==> src/rtl/pipe_ctrl.sv <==
// pipe_ctrl: pipeline control for the 5-stage core.
// Merges per-stage stall requests into the stall enable vector and sequences
// multi-cycle flushes. It also counts stalled cycles for performance monitoring.
// Optional stall watchdog: define STALL_WDT_EN to build it. When the macro is
// undefined, wdt_o is tied low and WDT_LIMIT/WDT_VECTOR have no effect.
// state_o exposes the FSM state (00 RUN, 01 STALL, 10 FLUSH) for observation.
module pipe_ctrl #(
  parameter int          FLUSH_LEN  = 2,
  parameter int          WDT_LIMIT  = 255,
  parameter logic [31:0] WDT_VECTOR = 32'h0000_0180
) (
  input  logic        clk,
  input  logic        rst,
  input  logic        stallreq_if_i,
  input  logic        stallreq_id_i,
  input  logic        stallreq_ex_i,
  input  logic        stallreq_mem_i,
  input  logic        flush_req_i,
  input  logic [31:0] new_pc_i,
  output logic [5:0]  stall_o,
  output logic        flush_o,
  output logic [31:0] new_pc_o,
  output logic [1:0]  state_o,
  output logic [31:0] stall_cycles_o,
  output logic        wdt_o
);

  typedef enum logic [1:0] {
    RUN   = 2'b00,
    STALL = 2'b01,
    FLUSH = 2'b10
  } state_t;

  state_t     state;
  logic [3:0] flush_cnt;
  logic       any_req;
  logic       stalled;
  logic       wdt_trip;

  assign any_req = stallreq_if_i | stallreq_id_i | stallreq_ex_i | stallreq_mem_i;
  assign stalled = (stall_o != 6'b000000);
  assign flush_o = (state == FLUSH);
  assign state_o = state;

  // Stall vector: the latest-stage request wins, since it freezes everything upstream.
  always_comb begin
    stall_o = 6'b000000;
    if (state != FLUSH) begin
      if (stallreq_mem_i)     stall_o = 6'b011111;
      else if (stallreq_ex_i) stall_o = 6'b001111;
      else if (stallreq_id_i) stall_o = 6'b000111;
      else if (stallreq_if_i) stall_o = 6'b000011;
      else                    stall_o = 6'b000000;
    end
  end

`ifdef STALL_WDT_EN
  logic [7:0] wdt_cnt;

  // The watchdog trips on the edge that closes the WDT_LIMIT-th consecutive stalled cycle.
  assign wdt_trip = stalled && (wdt_cnt == 8'(WDT_LIMIT - 1));

  // Consecutive-stall counter: saturating, cleared by any non-stalled cycle,
  // by a trip, or by a flush request.
  always_ff @(posedge clk) begin
    if (rst) begin
      wdt_cnt <= 8'd0;
      wdt_o   <= 1'b0;
    end else begin
      wdt_o <= wdt_trip;
      if (wdt_trip || flush_req_i || !stalled) begin
        wdt_cnt <= 8'd0;
      end else if (wdt_cnt != 8'hFF) begin
        wdt_cnt <= wdt_cnt + 8'd1;
      end
    end
  end
`else
  logic unused_wdt;

  assign wdt_trip   = 1'b0;
  assign wdt_o      = 1'b0;
  assign unused_wdt = ^{WDT_VECTOR, WDT_LIMIT[7:0]};
`endif

  // Control FSM. An external flush request outranks the watchdog, and both outrank stalls.
  always_ff @(posedge clk) begin
    if (rst) begin
      state     <= RUN;
      flush_cnt <= 4'd0;
      new_pc_o  <= 32'd0;
    end else if (flush_req_i) begin
      state     <= FLUSH;
      flush_cnt <= 4'(FLUSH_LEN - 1);
      new_pc_o  <= new_pc_i;
    end else if (wdt_trip) begin
      state     <= FLUSH;
      flush_cnt <= 4'(FLUSH_LEN - 1);
      new_pc_o  <= WDT_VECTOR;
    end else begin
      unique case (state)
        RUN: begin
          if (any_req) state <= STALL;
        end
        STALL: begin
          if (!any_req) state <= RUN;
        end
        FLUSH: begin
          if (flush_cnt == 4'd0) begin
            state <= any_req ? STALL : RUN;
          end else begin
            flush_cnt <= flush_cnt - 4'd1;
          end
        end
        default: state <= RUN;
      endcase
    end
  end

  // Performance counter of cycles with a non-zero stall vector; wraps naturally.
  always_ff @(posedge clk) begin
    if (rst) begin
      stall_cycles_o <= 32'd0;
    end else if (stalled) begin
      stall_cycles_o <= stall_cycles_o + 32'd1;
    end
  end

endmodule

==> config.mk <==
export PLATFORM = sky130hd
export DESIGN_NAME = pipe_ctrl
export DESIGN_NICKNAME = d
export VERILOG_FILES = /design/src/rtl/pipe_ctrl.sv
export SDC_FILE = /design/constraint.sdc
export NUM_CORES = 1
export LEC_CHECK = 0
export CORE_MARGIN = 2
export CORE_UTILIZATION = 47
export CTS_CLUSTER_SIZE = 10
export DETAILED_ROUTE_END_ITERATION = 10
export GPL_TIMING_DRIVEN = 1
export PLACE_DENSITY = 0.89
export SLEW_MARGIN = 20
export SYNTH_ARGS = -nofsm -noshare
export SYNTH_HDL_FRONTEND = slang
export SYNTH_SLANG_ARGS = --single-unit
==> constraint.sdc <==
create_clock -name clk -period 4 [get_ports clk]
set_input_delay 0.6 -clock clk [delete_from_list [all_inputs] [get_ports clk]]
set_output_delay 0.6 -clock clk [all_outputs]
set_load 0.02 [all_outputs]
Word level (Yosys, flattened, before mapping) --
Index checks and enable logic that the tools add are counted.
Storage, ports and cells: ROM bits 0, word-level logic and storage cells 45, register bits 70, memories 0, memory bits (writable) 0, bits in latches 0
Operators by class: multiply operators 0, shifts and indexed selects 0, reduce and logical (&&, ||, !) cells 9, $add $sub $neg 2, divide/modulo/power cells 0, bitwise gates (word level) 4, magnitude comparators 0, equal/unequal tests 10, multiplexer cells 14
Operators by type and width (count):
- 32-bit by 1-bit adder with 32-bit output, second input constant | 1
- 6-bit 2-to-1 mux | 3
- 2-bit 2-to-1 mux | 5
- 2-bit inequality test, second input constant | 4
- 3-bit inequality test, second input constant | 2
- 2-bit case mux with 3 select lines | 1
- 3-bit AND reduction | 2
- 6-bit nonzero test | 1
- 4-bit logical NOT | 1
- 1-bit 2-to-1 mux | 4
- 2-bit AND reduction | 2
- 4-bit by 1-bit subtractor with 4-bit output, second input constant | 1
- 3-bit 2-to-1 mux | 1
- 3-bit by 2-bit inequality test with 1-bit output, second input constant | 1
- 1-bit bitwise OR | 3
- 2-bit by 1-bit equality test with 1-bit output, second input constant | 1
- 2-bit equality test, second input constant | 1
- 2-bit logical NOT | 1
- 2-bit by 1-bit inequality test with 1-bit output, second input constant | 1
- 2-bit nonzero test | 1
- 2-bit OR reduction | 1
- 1-bit inverter | 1

Longest topological paths before layout --
word-level depth 7, mapped depth 7

Worst setup path before layout --
OpenSTA, ideal clock, no wires.
path kind register to register, start register state[0], in the netlist state_o[0], end register stall_cycles_o[31], stages on the path, launching flop included 7, arrival 2097 ps, setup slack 1833 ps, buffers on the path 0, cells stage by stage dfxtp_1 nand2b_4 inv_2 or3_1 or3_4 or4_1 a21oi_1
On the way: cells in the longest elaborated chain, start to end 3
RTL lines:
- start, declared | line 34 | state_t state;
- start signal, assigned | line 110 | state <= any_req ? STALL : RUN;
- 2-bit inequality test | line 48 | if (state != FLUSH) begin
- 6-bit 2-to-1 mux | line 48
- 6-bit nonzero test | line 41 | assign stalled = (stall_o != 6'b000000);
- end signal, assigned | line 125 | stall_cycles_o <= stall_cycles_o + 32'd1;
- end, declared | line 24 | output logic [31:0] stall_cycles_o,
Every way passes these cells. A chain may end at the register's enable or synchronous reset.

Worst setup path after layout --
start input port stallreq_id_i, end output port stall_o[1]
On the way: cells in the longest elaborated chain, start to end 4
RTL lines:
- start, declared | line 15 | input logic stallreq_id_i,
- 3-bit 2-to-1 mux | line 51 | else if (stallreq_id_i) stall_o = 6'b000111;
- 6-bit 2-to-1 mux | line 50 | else if (stallreq_ex_i) stall_o = 6'b001111;
- 6-bit 2-to-1 mux | line 49 | if (stallreq_mem_i) stall_o = 6'b011111;
- 6-bit 2-to-1 mux | line 48
- end, declared | line 20 | output logic [5:0] stall_o,
Every way passes these cells.

==> metrics.yaml <==
ys_seq_area_frac: 0.482
clk_pin_slew_ns: 0.07
drtIter0Drc: 116
synth_xor_area_frac: 0.0935
worstSkewPairLatency_ns: 0.34
clock_sinks: 70
nets: 463
antenna_found_initial: 0
ys_ff_latch: 70
drv_cap: 0
post_cts_buffers: 0
cts_resized: 0
arrival_ns: 2.38
tightestPinTransition_ns: 1.01
row_count: 28
synthAdderAreaFrac: 0.00861
slew_viol_final: 0
numCtsBuffers: 9
setup_ws_ns: 1.02
cp_max_fo: 4
io_buffers: 110
drtAntennaViolNets: 0
htreeDepth: 3
hold-path-endpoint: "new_pc_o[22]"
first_global_vias: 2463
setup_viol: 0
yosysWarningCount: 0
synth-simple-area-share: 0.239
ff2ff_path_depth: 6
wl_per_cell_um: 14.0
chipWidth_um: 82.6
max-slew-margin-rel: 0.326
synth_top_family_by_area: "simple AND/OR/NAND/NOR gates"
areaGrowthSynthToFinish_pct: 46.6
worst_clock_skew_ns: 0.0119
die_h_um: 82.6
postSynthAreaPerCell_sq_um: 9.14
start_util: 0.488
fin_area_sq_mm: 0.00426
grt_overflow: 0
path_cells: "clkdlybuf4s50_1 -> nor4_1 -> nor2_1 -> clkdlybuf4s50_1"
async_flop_share: 0
grt_use_total: 0.218
holdPathStages: 2
n_antenna_cell: 0
muxShareOfSynthArea: 0.114
crit_path_frequent_cell: "clkdlybuf4s50_1"
critPathLaunchType: "primary input"
powerDensity_mw_per_mm2: 389
post-place-ws_ns: 1.03
cp-end-kind: "output pin"
synth_edf_count: 0
hp-start: "new_pc_o[22]"
drt_first_pass_iters: 4
worstReg2RegEnd: "stall_cycles_o[31]"
slowest_delay_ns: 0.59
cts_tree: "done"
holdCritPathClass: "flip-flop to flip-flop"
reg2reg_setup_slack_ns: 1.62
final_cell_mix: "clkdlybuf4s50_1, nor2_1, dfxtp_1"
rsz0062_at_grt: "false"
routed_via_density: 5.12
critPathTopFamily: "buffers and inverters"
cts_max_path_buffers: 2
worst-path-buf-inv: 2
fin_crit_sh: 0.746
yosys_most_used_dff: "dfxtp_1"
postCtsHoldBufs: 0
fp.dieArea_sq_mm: 0.00683
wl_mm: 7.00
timing.fmax_mhz: 335
route.vias.total: 2572
io_pins: 113
finalWeightedCongestion: 0.798
synthCells: 318
p_clk_frac: 0.422
vdd_ir_drop_max_uv: 280
fin_crit_ns: 2.98
p_leak_nw: 1.59
switching_share: 0.236
grt_max_degree: 40
p_int_mw: 1.26
core_sq_mm: 0.00596
synth_compound_area_frac: 0.0189
dp_hpwl_mm: 4.94
slowest_stage: "clkdlybuf4s50_1"
worst_ep_required_time_ns: 3.40
nFillCells: 454
dpl_cell_area_sq_mm: 0.00401
hold_violations: 0
seqPwrFrac: 0.447
timing.rr.start: "state_o[0]"
yosysUniqueCellTypes: 32
final.setup.tns_ns: 0
cts_root_buf: "clkbuf_8"
synth.cell_area_sq_mm: 0.00291
drcViolationCount: 0
layout_commonest_cell: "clkdlybuf4s50_1"
multiInputGateArea_sq_mm: 0.00138
status: "complete, no violations"
grt_pass1_wl_mm: 11.2
regArea_sq_mm: 0.00140
p_switching_mw: 0.390
criticalPathCategory: "primary input to output pin"
p_comb_frac: 0.131
drive_gt1_frac: 0.0539
power by group through the flow:
stage               Clock, mW  Combinational, mW  Sequential, mW
floorplan                   0             0.0817           0.783
global route            0.736              0.235           0.742
CTS                     0.704              0.220           0.739
detailed placement          0              0.218           0.755
global placement            0              0.215           0.754
finish                  0.698              0.218           0.739
worst min-delay path: stages (launching register included):
cell and delay, ns:
dfxtp_1 0.33, mux2i_1 0.06, nor2_1 0.07
how the worst max path moves through the flow:
stage	start	to	slack [ns]	cells past startpoint
CTS	stallreq_id_i	stall_o[1]	1.04	4
global route	stallreq_ex_i	stall_o[1]	0.93	4
detailed placement	stallreq_mem_i	stall_cycles_o[31]	1.03	6
finish	stallreq_id_i	stall_o[1]	1.02	4
floorplan	state_o[0]	stall_cycles_o[31]	1.83	6
global placement	stallreq_id_i	stall_o[1]	1.02	4
flip-flops by register name, summed over array words and instances (netlist names):
signal / flops
new_pc_o: 32
stall_cycles_o: 32
flush_cnt: 4
state_o: 2
routing by layer:
layer,global-route usage,up-vias,wire length (um)
li1,-,1278,-
met2,0.358,93,3310
met1,0.246,1188,2990
met4,0.103,0,136
met5,0,-,0
met3,0.0870,13,566
cell families after synthesis:
group           Yosys count
simple gates            144
flops                    70
mux                      33
xor+xnor                 31
buf+inv                  28
compound gates            9
fa+ha+maj                 2
other cells               1
Yosys cell counts (all sizes together) (2+ instances only):
master,n,share of area
buf,7,0.016
clkbuf,12,0.016
o21ai,2,0.0034
and4,3,0.0090
nand2,15,0.019
nand4,6,0.013
inv,9,0.012
xor2,6,0.018
ha,2,0.0086
xnor2,25,0.075
dfxtp,70,0.48
a21oi,4,0.0069
and2,3,0.0065
and3,5,0.011
nor3,11,0.019
nor2,71,0.092
or3,5,0.012
a2111oi,2,0.0060
or4,2,0.0052
nand3,5,0.010
mux2i,33,0.11
nor4,16,0.034
stage by stage:
stage | total power [mW] | hold slack (ns) | util | instances
2_1_floorplan | 0.865 | 0.492 | - | 319
6_report | 1.65 | 0.497 | 0.715 | 502
4_1_cts | 1.66 | 0.503 | 0.715 | 502
3_3_place_gp | 0.969 | 0.464 | 0.674 | 486
5_1_grt | 1.71 | 0.527 | 0.715 | 502
3_5_place_dp | 0.973 | 0.485 | 0.674 | 486
final cells by class:
| cell class | count | share of cell area |
|---|---|---|
| well taps | 75 | 0.0220 |
| repair buffers | 111 | 0.258 |
| inverters | 9 | 0.00793 |
| multi-input cells | 221 | 0.325 |
| clock inverters | 6 | 0.0256 |
| clock buffers | 10 | 0.0323 |
| flip-flops and latches | 70 | 0.329 |
Note: power is estimated with default switching activity, not from simulation.
==> patch (same flow settings) <==
Add a define of `STALL_WDT_EN`.
--- a/src/rtl/pipe_ctrl.sv
+++ b/src/rtl/pipe_ctrl.sv
@@ -4,6 +4,8 @@
 // Optional stall watchdog: define STALL_WDT_EN to build it. When the macro is
 // undefined, wdt_o is tied low and WDT_LIMIT/WDT_VECTOR have no effect.
 // state_o exposes the FSM state (00 RUN, 01 STALL, 10 FLUSH) for observation.
+`define STALL_WDT_EN
+
 module pipe_ctrl #(
   parameter int          FLUSH_LEN  = 2,
   parameter int          WDT_LIMIT  = 255,
Formal check against the unedited RTL: same outputs for any inputs over 10 cycles, from zero or initial values and one cycle with rst high; that may be too few to reach the edited logic, so the function may still have changed.
==> patch against the original RTL <==
- total power about the same
- fmax down 5.5%
- design area up 11%
- non-clock buffer count up 3
- area after synthesis up 17%
- global-route usage up 2.3 points
- routed wire length up 35%
- sequential cell count up 9
- clock skew up 0.0012 ns
- worst setup slack worse by 0.17 ns
- clock power down 14%
- largest cell class is now multi-input combinational cells
- largest power group unchanged
==> patch: results (changes against the original RTL) <==
| Metric | Value |
|---|---|
| DR vias/cell | `5.86 (was 5.12)` |
| Clk_skew | `0.0130 ns (was 0.0119 ns)` |
| Post-detail-place hpwl | `6690 um (was 4940 um)` |
| Pre-antenna DRT Iters | `5 (was 4)` |
| Post-synthesis adder-cell area fraction | `1.48% (was 0.861%)` |
| Xor/xnor cell area share of the yosys netlist | `3.36% (was 9.35%)` |
| Peak supply drop | `0.276 mV (was 0.280 mV)` |
| Reg2Reg Depth | `5 (was 6)` |
| Placed insts | `545 (was 486)` |
| Synth top area share | `46.7% (was 48.2%)` |
| Nets | `503 (was 463)` |
| Sequential element share of the synthesized area | `46.7% (was 48.2%)` |
| FILL cells | `527 (was 454)` |
| Synth cell count leaders | `dfxtp_1, a22o_1, a21oi_1 (was nor2_1, dfxtp_1, mux2i_1)` |
| Vias in the first global route | `3101 (was 2463)` |
| Routed WL | `9470 um (was 7000 um)` |
| Hold depth | `1 (was 2)` |
| CP arrival | `2.56 ns (was 2.38 ns)` |
| Detailed Route Iter0 Violations | `251 (was 116)` |
| Critical Path Source | `stallreq_mem_i (was stallreq_id_i)` |
| Post-synthesis cell type count | `42 (was 32)` |
| Non-Filler Instances | `561 (was 502)` |
| Mean Syn Cell Area | `9.41 sq um (was 9.14 sq um)` |
| Largest regs | `new_pc_o x32, stall_cycles_o x32, wdt_cnt x8 (was new_pc_o x32, stall_cycles_o x32, flush_cnt x4)` |
| CP Max Fanout | `8 (was 4)` |
| Layout cells sized above 1 | `7.31% (was 5.39%)` |
| Total track usage | `24.1% (was 21.8%)` |
| Outcome | `completed (unchanged)` |
| Worst Min Path Start | `new_pc_o[21]$_SDFFE_PP0P_ (was new_pc_o[22]$_SDFFE_PP0P_)` |
| Global-route wire length before repair | `14900 um (was 11200 um)` |
-- patch: cell count changes in the layout (fill, tap and decap cells not counted), sizes merged, moves of 9 or more --
cell,before,now
o31ai,1,10
nor2,71,21
nand3,5,16
or4,2,15
dfxtp,70,79
nor4,16,6
a22o,0,30
xnor2,25,6
a21oi,4,28
mux2i,33,0
-- patch: stage by stage --
step	hold slack, ns	power, W	cell area, sq um	setup slack (ns)
floorplan	0.494	0.000950	3390	1.82
global placement	0.456	0.00106	4530	0.991
detailed placement	0.453	0.00107	4530	0.859
finish	0.484	0.00165	4740	0.844
global route	0.494	0.00171	4740	0.751
CTS	0.481	0.00166	4730	0.839
-- patch: final timing paths --
check | slack [ns] | endpoint
worst max-delay path | 0.84 | stall_o[1]
worst min-delay path | 0.48 | new_pc_o[21]$_SDFFE_PP0P_
worst max register to register | 1.58 | stall_cycles_o[25]$_SDFFE_PP0P_
worst min register to register | 0.48 | new_pc_o[21]$_SDFFE_PP0P_
-- patch: cells by family (layout without fill, tap and decap cells) --
kind of cell / count (synthesis) / count (layout)
AND/OR/NAND/NOR: 134 / 134
buffers and inverters: 37 / 142
multiplexers: 5 / 5
flip-flops: 79 / 79
adder cells (fa/ha/maj): 4 / 4
other: 1 / 1
XOR/XNOR: 13 / 13
AO/OA/AOI/OAI: 87 / 87
-- patch: power breakdown --
group / switching (W) / leakage [nW] / internal (W)
Sequential: 0.0000203 / 0.644 / 0.000813
Combinational: 0.000105 / 0.908 / 0.000112
Clock: 0.000296 / 0.0989 / 0.000307
-- patch: critical path: stages --
cell	delay [ns]
clkdlybuf4s50_1	0.49
nor4_2	0.62
nor2_1	0.08
buf_4	0.20
clkdlybuf4s50_1	0.56
-- patch: area by class of cell --
| class | count | area, sq um | area share [%] |
|---|---|---|---|
| clock buffer | 10 | 138 | 2.91 |
| tap | 96 | 120 | 2.54 |
| sequential | 79 | 1580 | 33.4 |
| clock inverter | 6 | 67.6 | 1.43 |
| timing repair buffer | 114 | 1130 | 23.9 |
| multi-input combinational | 244 | 1650 | 34.8 |
| inverter | 12 | 45.0 | 0.951 |
-- patch: layer usage --
| layer | vias up | routed length, um | track usage [%] |
|---|---|---|---|
| li1 | 1538 | - | - |
| met1 | 1605 | 3750 | 29.8 |
| met2 | 127 | 5010 | 40.2 |
| met3 | 20 | 510 | 5.45 |
| met4 | 0 | 195 | 10.6 |
| met5 | - | 0 | 0 |
